**src/rtl/onchip_mem_arbiter.sv**
```systemverilog
// Round-robin arbiter sharing a single-port on-chip memory between NUM_REQ requesters.
// Sequences the memory's multi-cycle read and returns data with a one-cycle response pulse.
module onchip_mem_arbiter #(
    parameter int NUM_REQ = 3,
    parameter int ADDR_W  = 10,
    parameter int DATA_W  = 16,
    parameter int RD_WAIT = 0
) (
    input  logic                        clk,
    input  logic                        reset_n,
    input  logic [NUM_REQ-1:0]          req_valid,
    input  logic [NUM_REQ-1:0]          req_write,
    input  logic [NUM_REQ*ADDR_W-1:0]   req_addr,
    input  logic [NUM_REQ*DATA_W-1:0]   req_wdata,
    output logic [NUM_REQ-1:0]          req_ready,
    output logic [NUM_REQ-1:0]          rsp_valid,
    output logic [DATA_W-1:0]           rsp_rdata,
    output logic                        busy,
    output logic                        mem_wr_en,
    output logic                        mem_rd_en,
    output logic [ADDR_W-1:0]           mem_addr,
    output logic [DATA_W-1:0]           mem_wdata,
    output logic                        mem_use_ext_addr,
    output logic                        mem_multi_cycle,
    output logic [1:0]                  mem_cycle_count,
    input  logic [DATA_W-1:0]           mem_rdata
);
    localparam int IDX_W = (NUM_REQ > 1) ? $clog2(NUM_REQ) : 1;

    typedef enum logic [1:0] {IDLE, WR, RD, RESP} state_t;

    state_t              state_q;
    logic [IDX_W-1:0]    last_grant_q;
    logic [IDX_W-1:0]    owner_q;
    logic [1:0]          wait_cnt_q;
    logic                mem_wr_en_q;
    logic                mem_rd_en_q;
    logic [ADDR_W-1:0]   mem_addr_q;
    logic [DATA_W-1:0]   mem_wdata_q;
    logic [NUM_REQ-1:0]  rsp_valid_q;

    logic [IDX_W-1:0]    grant_d;
    logic                grant_vld_d;

    // Search starts just past the last winner so every requester gets a turn.
    always_comb begin
        grant_vld_d = 1'b0;
        grant_d     = last_grant_q;
        for (int k = 1; k <= NUM_REQ; k++) begin
            if (!grant_vld_d && req_valid[(int'(last_grant_q) + k) % NUM_REQ]) begin
                grant_vld_d = 1'b1;
                grant_d     = IDX_W'((int'(last_grant_q) + k) % NUM_REQ);
            end
        end
    end

    assign req_ready = (state_q == IDLE && grant_vld_d) ? (NUM_REQ'(1) << grant_d) : '0;

    always_ff @(posedge clk or negedge reset_n) begin
        if (!reset_n) begin
            state_q      <= IDLE;
            last_grant_q <= IDX_W'(NUM_REQ - 1);
            owner_q      <= '0;
            wait_cnt_q   <= '0;
            mem_wr_en_q  <= 1'b0;
            mem_rd_en_q  <= 1'b0;
            mem_addr_q   <= '0;
            mem_wdata_q  <= '0;
            rsp_valid_q  <= '0;
        end else begin
            mem_wr_en_q <= 1'b0;
            rsp_valid_q <= '0;
            case (state_q)
                IDLE: begin
                    if (grant_vld_d) begin
                        last_grant_q <= grant_d;
                        owner_q      <= grant_d;
                        wait_cnt_q   <= '0;
                        mem_addr_q   <= req_addr[grant_d*ADDR_W +: ADDR_W];
                        mem_wdata_q  <= req_wdata[grant_d*DATA_W +: DATA_W];
                        if (req_write[grant_d]) begin
                            state_q     <= WR;
                            mem_wr_en_q <= 1'b1;
                        end else begin
                            state_q     <= RD;
                            mem_rd_en_q <= 1'b1;
                        end
                    end
                end
                WR: state_q <= IDLE;
                // Holding rd_en for RD_WAIT+1 cycles walks the memory's counter back to 0.
                RD: begin
                    if (wait_cnt_q == 2'(RD_WAIT)) begin
                        mem_rd_en_q <= 1'b0;
                        rsp_valid_q <= NUM_REQ'(1) << owner_q;
                        state_q     <= RESP;
                    end else begin
                        wait_cnt_q <= wait_cnt_q + 2'd1;
                    end
                end
                RESP:    state_q <= IDLE;
                default: state_q <= IDLE;
            endcase
        end
    end

    assign busy             = (state_q != IDLE);
    assign mem_wr_en        = mem_wr_en_q;
    assign mem_rd_en        = mem_rd_en_q;
    assign mem_addr         = mem_addr_q;
    assign mem_wdata        = mem_wdata_q;
    assign rsp_valid        = rsp_valid_q;
    assign rsp_rdata        = mem_rdata;
    assign mem_use_ext_addr = 1'b1;
    assign mem_multi_cycle  = (RD_WAIT != 0);
    assign mem_cycle_count  = 2'(RD_WAIT);
endmodule

```
**config.mk**
```make
export PLATFORM = sky130hd
export DESIGN_NAME = onchip_mem_arbiter
export DESIGN_NICKNAME = d
export VERILOG_FILES = /design/src/rtl/onchip_mem_arbiter.sv
export SDC_FILE = /design/constraint.sdc
export NUM_CORES = 1
export LEC_CHECK = 0
export CAP_MARGIN = 30
export CORE_UTILIZATION = 33
export DETAILED_ROUTE_END_ITERATION = 8
export MAX_ROUTING_LAYER = met4
export PLACE_DENSITY = 0.9
export SLEW_MARGIN = 20
export SYNTH_ARGS = -nofsm -noshare
export SYNTH_HDL_FRONTEND = slang
export SYNTH_SLANG_ARGS = --single-unit
```
**constraint.sdc**
```tcl
create_clock -name clk -period 2.4 [get_ports clk]
set_input_delay 0.36 -clock clk [delete_from_list [all_inputs] [get_ports clk]]
set_output_delay 0.36 -clock clk [all_outputs]
set_load 0.02 [all_outputs]
```
==> flow_summary_export.csv, run 1 <==
group,metric,value,unit
sta,fmax,369.1,MHz
global_routing,grt_usage,0.1959,
sta,setup_violations,33,
cts,root_buffer,"clkbuf_8",
sta,final.period_utilization,1.129,
die,dieHeight,86.94,um
drt,top_layer,"met4",
sta,whs,112.1,ps
sta,slew_violations,0,
sta,setup_tns,-7124,ps
drt,drt-wirelength-per-cell,15.56,um
placed_design,dp_hpwl,5175,um
die,row_count,30,
drt,drc_errors,0,
status,status,"finished, violations left",
synth,synth-main-ff-cell,"dfrtp_1",
pwr,power,6.621,mW
drt,drt_iter0_markers,83,
drt,wl_met2,3942,um
hold_path,min_path_type,"input port to async pin",
die,io_pins,157,
die,start_util,0.3466,
die,coreArea,6869,um^2
cts,numCtsBuffers,5,
cts,clockBufferDepth,2,
critical_path,start_kind,"flip-flop",
pwr,p_leak,1.875,nW
drt,dr.pass1.iters,4,
synth,ys_ff_latch,38,
critical_path,rrSetupSlack,-290,ps
sta,fin_crit,2709,ps
global_routing,first_global_vias,2450,
placed_design,routabilityCongestion,0.9292,
critical_path,endpoint_kind,"output pin",
cells_and_area,n_fill_cell,552,
global_routing,antenna_found_initial,0,
die,die_x,86.94,um
synth,ys_async_sr_fraction,1.000,
cts,ctsHoldBuffers,0,
drt,wl_met1,2851,um
critical_path,critPathMaxFanout,3,
cells_and_area,n_antenna_cell,0,
pwr,power.density,1579,nW/um^2
drt,wl,7453,um
critical_path,reg2reg_depth,11,
critical_path,r2r_start,"last_grant_q[1]$_DFFE_PN1P_",
status,violations,"negative setup slack",
drt,vias,2422,
cells_and_area,area_growth,76.14,%
critical_path,arrival,2350,ps
sta,setup_slack,-309.4,ps
cts,cts_tree,"built",
synth,synth_cells,249,
synth,synth_edf_count,0,
drt,wl_met3,525,um
critical_path,crit_type,"flip-flop to output pin",
synth,synth_cell_types,40,
drt,antenna_left,0,
sta,hold_violations,0,
synth,ys_seq_area_frac,0.3999,
cts,cts_htree_levels,2,
cells_and_area,num-nets-final,489,
synth,yosys_warnings,0,
cts,clock-sinks,38,
die,die_area,7559,um^2
drt,vias_per_cell,5.056,
synth,avgSynthCellArea,9.562,um^2
synth,syn-cell-area,2381,um^2
global_routing,grt_pass1_wl,11130,um
cts,clkLatencyLatePin,280,ps
critical_path,regToRegEndpoint,"state_q[0]$_DFFE_PN0P_",
placed_design,portBuffers,120,
global_routing,grt_max_degree,39,
sta,rsz0062_at_grt,"yes",
cts,clk_pin_slew_worst_paths,80,ps
critical_path,required,2040,ps
run,maxCapViolCount,0,
cells_and_area,drive_gt1_frac,0.2193,
sta,fin_worst_skew,5.804,ps
global_routing,grt_remaining_overflow,0,
pwr,irDropWorstVdd,0.6309,mV
-- metrics by stage --
stage | std cells | setup WS (ps) | cell area (um^2) | utilization
2_1_floorplan | 251 | -131.8 | 2496 | -
3_3_place_gp | 455 | -495.6 | 3739 | 0.5443
3_5_place_dp | 455 | -592.0 | 3739 | 0.5443
4_1_cts | 471 | -305.3 | 4069 | 0.5924
5_1_grt | 479 | -379.1 | 4194 | 0.6106
6_report | 479 | -309.4 | 4194 | 0.6106
-- kinds of logic (layout without fill, tap and decap cells) --
group | count (synthesis) | count (layout) | share of synthesized area
buffers and inverters | 64 | 196 | 0.1424
and+or+nand+nor | 59 | 59 | 0.1193
AOI/OAI and AO/OA | 46 | 46 | 0.1603
DFF | 38 | 38 | 0.3999
muxes | 35 | 35 | 0.1487
adders and majority gates | 5 | 5 | 0.02627
other | 2 | 4 | 0.003154
-- Yosys cell counts (all sizes together) (2+ instances only) --
| library cell | instances | area, um^2 |
|---|---|---|
| dfrtp | 37 | 925.9 |
| inv | 32 | 120.1 |
| mux2i | 32 | 320.3 |
| nand2 | 32 | 120.1 |
| o221ai | 26 | 227.7 |
| buf | 24 | 188.9 |
| clkbuf | 8 | 30.03 |
| ha | 5 | 62.56 |
| nand3 | 5 | 25.02 |
| nand2b | 4 | 25.02 |
| and3 | 3 | 18.77 |
| mux2 | 3 | 33.78 |
| nor2b | 3 | 18.77 |
| nor3b | 3 | 22.52 |
| or2 | 3 | 18.77 |
| a21boi | 2 | 15.01 |
| a22oi | 2 | 20.02 |
| a311o | 2 | 20.02 |
| a31o | 2 | 17.52 |
| conb | 2 | 7.510 |
| nand3b | 2 | 15.01 |
| nor3 | 2 | 10.01 |
| o21a | 2 | 15.01 |
| o21ai | 2 | 10.01 |
| o22ai | 2 | 12.51 |
-- layout by cell type, fill, tap and decap left out, types with 2 or more instances in the layout --
cell	netlist	routed
or2_2	3	3
a21boi_0	2	2
mux2i_2	0	2
dfrtp_1	37	36
clkdlybuf4s50_1	0	116
nand2_1	32	30
o221ai_1	26	25
clkbuf_8	0	5
clkbuf_1	8	2
a311o_1	2	2
buf_6	1	8
nand3b_1	2	2
and3_1	3	3
nor2b_4	0	2
conb_1	2	4
nor3_1	2	2
mux2_4	0	3
o21ai_0	2	2
buf_12	0	3
a22oi_2	1	2
buf_4	21	25
inv_2	0	3
ha_4	0	2
mux2i_4	0	5
mux2i_1	32	25
nand3_2	0	2
ha_1	5	3
nand2_2	0	2
inv_1	32	29
nand2b_1	4	4
nand3_1	5	2
o22ai_1	2	2
buf_16	0	2
nor3b_1	3	2
-- worst max path at each step --
stage	slack (ps)	endpoint	from	cells after the start
6_report	-310	req_ready[0]	last_grant_q[1]$_DFFE_PN1P_	9
5_1_grt	-380	mem_addr[4]$_DFFE_PN0P_	last_grant_q[1]$_DFFE_PN1P_	13
4_1_cts	-310	req_ready[0]	last_grant_q[1]$_DFFE_PN1P_	8
2_1_floorplan	-130	req_ready[0]	last_grant_q[1]$_DFFE_PN1P_	9
3_3_place_gp	-500	req_ready[1]	req_valid[1]	8
3_5_place_dp	-590	req_ready[1]	req_valid[1]	8
-- worst max-delay path, stage by stage, from the launching register on --
cell and delay (ps):
dfstp_2 570, buf_4 130, ha_1 140, nand3b_1 160, buf_4 130, a21boi_0 110
a311o_1 310, a22oi_2 210, nor2b_4 180, buf_6 130
-- power breakdown --
part	internal (mW)	switching (mW)	total, mW
logic	2.59	2.36	4.95
registers	0.967	0.170	1.14
clock network	0.311	0.225	0.536
total	3.87	2.75	6.62
-- registers in the layout (all words and copies together), names as in the netlist --
| signal | cells |
|---|---|
| state_q | 2 |
| rsp_valid | 3 |
| mem_addr | 10 |
| wait_cnt_q | 2 |
| mem_rd_en | 1 |
| mem_wr_en | 1 |
| last_grant_q | 2 |
| mem_wdata | 16 |
| owner_q | 1 |
-- layer usage --
metal,GRT usage,vias to the layer above
met1,0.2096,1156
met5,-,-
met3,0.04550,10
met4,0.05152,0
met2,0.3615,134
li1,-,1122
-- layout make-up --
type | count | area (um^2) | share of cell area
Timing Repair Buffer | 156 | 1574 | 0.3753
Multi-Input combinational cell | 149 | 1320 | 0.3147
Sequential cell | 38 | 953.4 | 0.2273
Inverter | 32 | 120.1 | 0.02864
Tap cell | 96 | 120.1 | 0.02864
Clock buffer | 7 | 76.32 | 0.01820
Clock inverter | 1 | 30.03 | 0.007160
-- what timing repair did --
action,CTS,global route
gates cloned,3,0
setup buffers,5,12
gates resized for setup,39,21
pin swaps,16,26
hold endpoints to repair,0,0
setup endpoints to repair,33,36
Note: power is estimated with default switching activity, not from simulation.
==> inputs of run 2 (changes only) <==
CELL_PAD_IN_SITES_DETAIL_PLACEMENT = 0   (was default)
CELL_PAD_IN_SITES_GLOBAL_PLACEMENT = 2   (was default)
CORE_UTILIZATION = 18   (was 33)
REMOVE_ABC_BUFFERS = 1   (was default)
==> flow_summary_export.csv, run 2 (synthesis gave the netlist of run 1 again) <==
group,metric,value,unit
cts,clkLatencyLatePin,280,ps
die,row_count,41,
status,status,"finished, violations left",
global_routing,grt_max_degree,27,
pwr,power.density,1576,nW/um^2
cts,clock-sinks,38,
cts,numCtsBuffers,5,
cells_and_area,area_growth,86.34,%
die,coreArea,12770,um^2
placed_design,place_ws,-740.5,ps
cts,cts_htree_levels,2,
sta,worst_slew_pin_slew,509.4,ps
die,io_pins,157,
cells_and_area,register_area,953.4,um^2
cells_and_area,largest_reg_flops,16,
die,die_x,117.0,um
hold_path,min_path_type,"input port to async pin",
pwr,p_leak,1.976,nW
critical_path,rrSetupSlack,-250,ps
cts,root_buffer,"clkbuf_16",
critical_path,slowest_delay,550,ps
pwr,p_sw,2.755,mW
sta,final.period_utilization,1.119,
critical_path,endpoint_kind,"output pin",
sta,fin_crit,2685,ps
cells_and_area,stdcell_count,562,
cts,ctsHoldBuffers,0,
global_routing,grt_usage,0.1277,
critical_path,reg2reg_depth,11,
sta,hold_violations,0,
die,die_area,13690,um^2
pwr,irDropWorstVdd,0.5193,mV
cells_and_area,n_antenna_cell,0,
sta,max_slew_margin,0.6604,
drt,vias_per_cell,4.222,
critical_path,arrival,2320,ps
pwr,power,6.991,mW
placed_design,portBuffers,120,
pwr,switching_share,0.3941,
cells_and_area,final_common_cell,"clkdlybuf4s50_1",
cells_and_area,n_fill_cell,1306,
status,violations,"negative setup slack",
cells_and_area,multi_input_area,1291,um^2
drt,antenna_left,0,
critical_path,startpoint,"last_grant_q[1]$_DFFE_PN1P_",
sta,fmax,372.5,MHz
critical_path,slowest_stage,"dfstp_2",
sta,setup_slack,-284.7,ps
pwr,pwr-share-clk,0.110,
sta,rsz0062_at_grt,"yes",
sta,fin_worst_skew,3.750,ps
critical_path,regToRegEndpoint,"state_q[0]$_DFFE_PN0P_",
placed_design,routabilityCongestion,0.9427,
drt,dr.pass1.iters,4,
global_routing,first_global_vias,2592,
die,dieHeight,117.0,um
cts,cts_tree,"built",
run,maxCapViolCount,0,
critical_path,r2r_start,"last_grant_q[1]$_DFFE_PN1P_",
cts,clockBufferDepth,2,
pwr,pwr-share-comb,0.729,
drt,drt-wirelength-per-cell,14.60,um
critical_path,path_cells,"inv_2, ha_4, mux2i_4, mux2_4, a32oi_4, nand3_4, nor2b_4, buf_6",
pwr,power.internal,4.236,mW
sta,slew_violations,0,
critical_path,crit_type,"flip-flop to output pin",
sta,whs,45.09,ps
critical_path,required,2040,ps
sta,setup_violations,34,
cells_and_area,drive_gt1_frac,0.2308,
critical_path,start_kind,"flip-flop",
critical_path,critPathMaxFanout,5,
drt,vias,2373,
drt,wl,8206,um
die,start_util,0.1864,
cells_and_area,num-nets-final,497,
global_routing,grt_remaining_overflow,0,
placed_design,dp_hpwl,5943,um
drt,drt_iter0_markers,45,
drt,drc_errors,0,
cts,clk_pin_slew_worst_paths,60,ps
cells_and_area,final_cell_mix,"116 x clkdlybuf4s50_1, 36 x dfrtp_1, 30 x nand2_1, 29 x inv_1, 29 x buf_4",
pwr,pwr-share-seq,0.161,
global_routing,grt_pass1_wl,12880,um
placed_design,dp_cells,537,
global_routing,antenna_found_initial,0,
==> run 2: cell count changes in the layout (fill, tap and decap cells not counted), moves of 2 or more <==
cell,previous run,this run
buf_8,1,3
buf_12,3,6
mux2i_1,25,28
a21boi_1,0,2
a21boi_0,2,0
clkbuf_16,0,5
clkbuf_8,5,1
clkbuf_1,2,0
buf_4,25,29
mux2i_4,5,3
==> run 2: final cells by class <==
| type | instances | area share |
|---|---|---|
| clock inverters | 1 | 0.006768 |
| repair buffers | 164 | 0.3804 |
| flip-flops and latches | 38 | 0.2149 |
| clock buffers | 6 | 0.03130 |
| well taps | 172 | 0.04851 |
| multi-input cells | 149 | 0.2910 |
| inverters | 32 | 0.02707 |
==> run 2: repair_timing <==
item	CTS	global route
gates cloned	2	0
hold endpoints to repair	0	0
pin swaps	10	5
endpoints found under the setup margin	36	35
buffers inserted	12	4
resized for setup	72	10
==> run 2: worst max path at each step <==
stage,to,slack [ps],cells past startpoint
after floorplan,state_q[0]$_DFFE_PN0P_,-1270,8
final,req_ready[0],-280,8
after CTS,req_ready[0],-270,8
after global placement,req_ready[0],-640,7
after global routing,state_q[0]$_DFFE_PN0P_,-360,11
after detailed placement,mem_wdata[7]$_DFFE_PN0P_,-740,9
==> run 2: power groups by stage <==
stage	Sequential, mW	Combinational [mW]	Clock [mW]
2_1_floorplan	1.42	1.81	0
3_3_place_gp	1.12	3.74	0
3_5_place_dp	1.13	3.77	0
4_1_cts	1.13	4.87	0.804
5_1_grt	1.16	5.48	0.826
6_report	1.12	5.10	0.772
==> run 2: worst max-delay path: cells and delay by family (launching register included) <==
| family | cells | cell delay (ps) |
|---|---|---|
| AO/OA/AOI/OAI | 1 | 320 |
| adder cells (fa/ha/maj) | 1 | 180 |
| buffers and inverters | 2 | 180 |
| flip-flops | 1 | 550 |
| multiplexers | 2 | 510 |
| AND/OR/NAND/NOR | 2 | 290 |
==> run 2: metrics by stage <==
stage                       util  cell area (um^2)  TNS [ps]
after floorplan                -              2170    -33650
after global placement    0.2976              3801    -14340
after detailed placement  0.2976              3801    -17840
after CTS                 0.3410              4355     -4652
after global routing      0.3473              4437     -9959
final                     0.3473              4437     -6180
==> run 2: routing by layer <==
layer | up-vias | track usage | wire (um) | share of wire
met3 | 6 | 0.03656 | 522 | 0.064
met4 | 0 | 0.02532 | 65 | 0.0079
met1 | 1136 | 0.1475 | 3503 | 0.43
met5 | - | - | 0 | 0
met2 | 101 | 0.2209 | 4114 | 0.50
li1 | 1130 | - | - | -
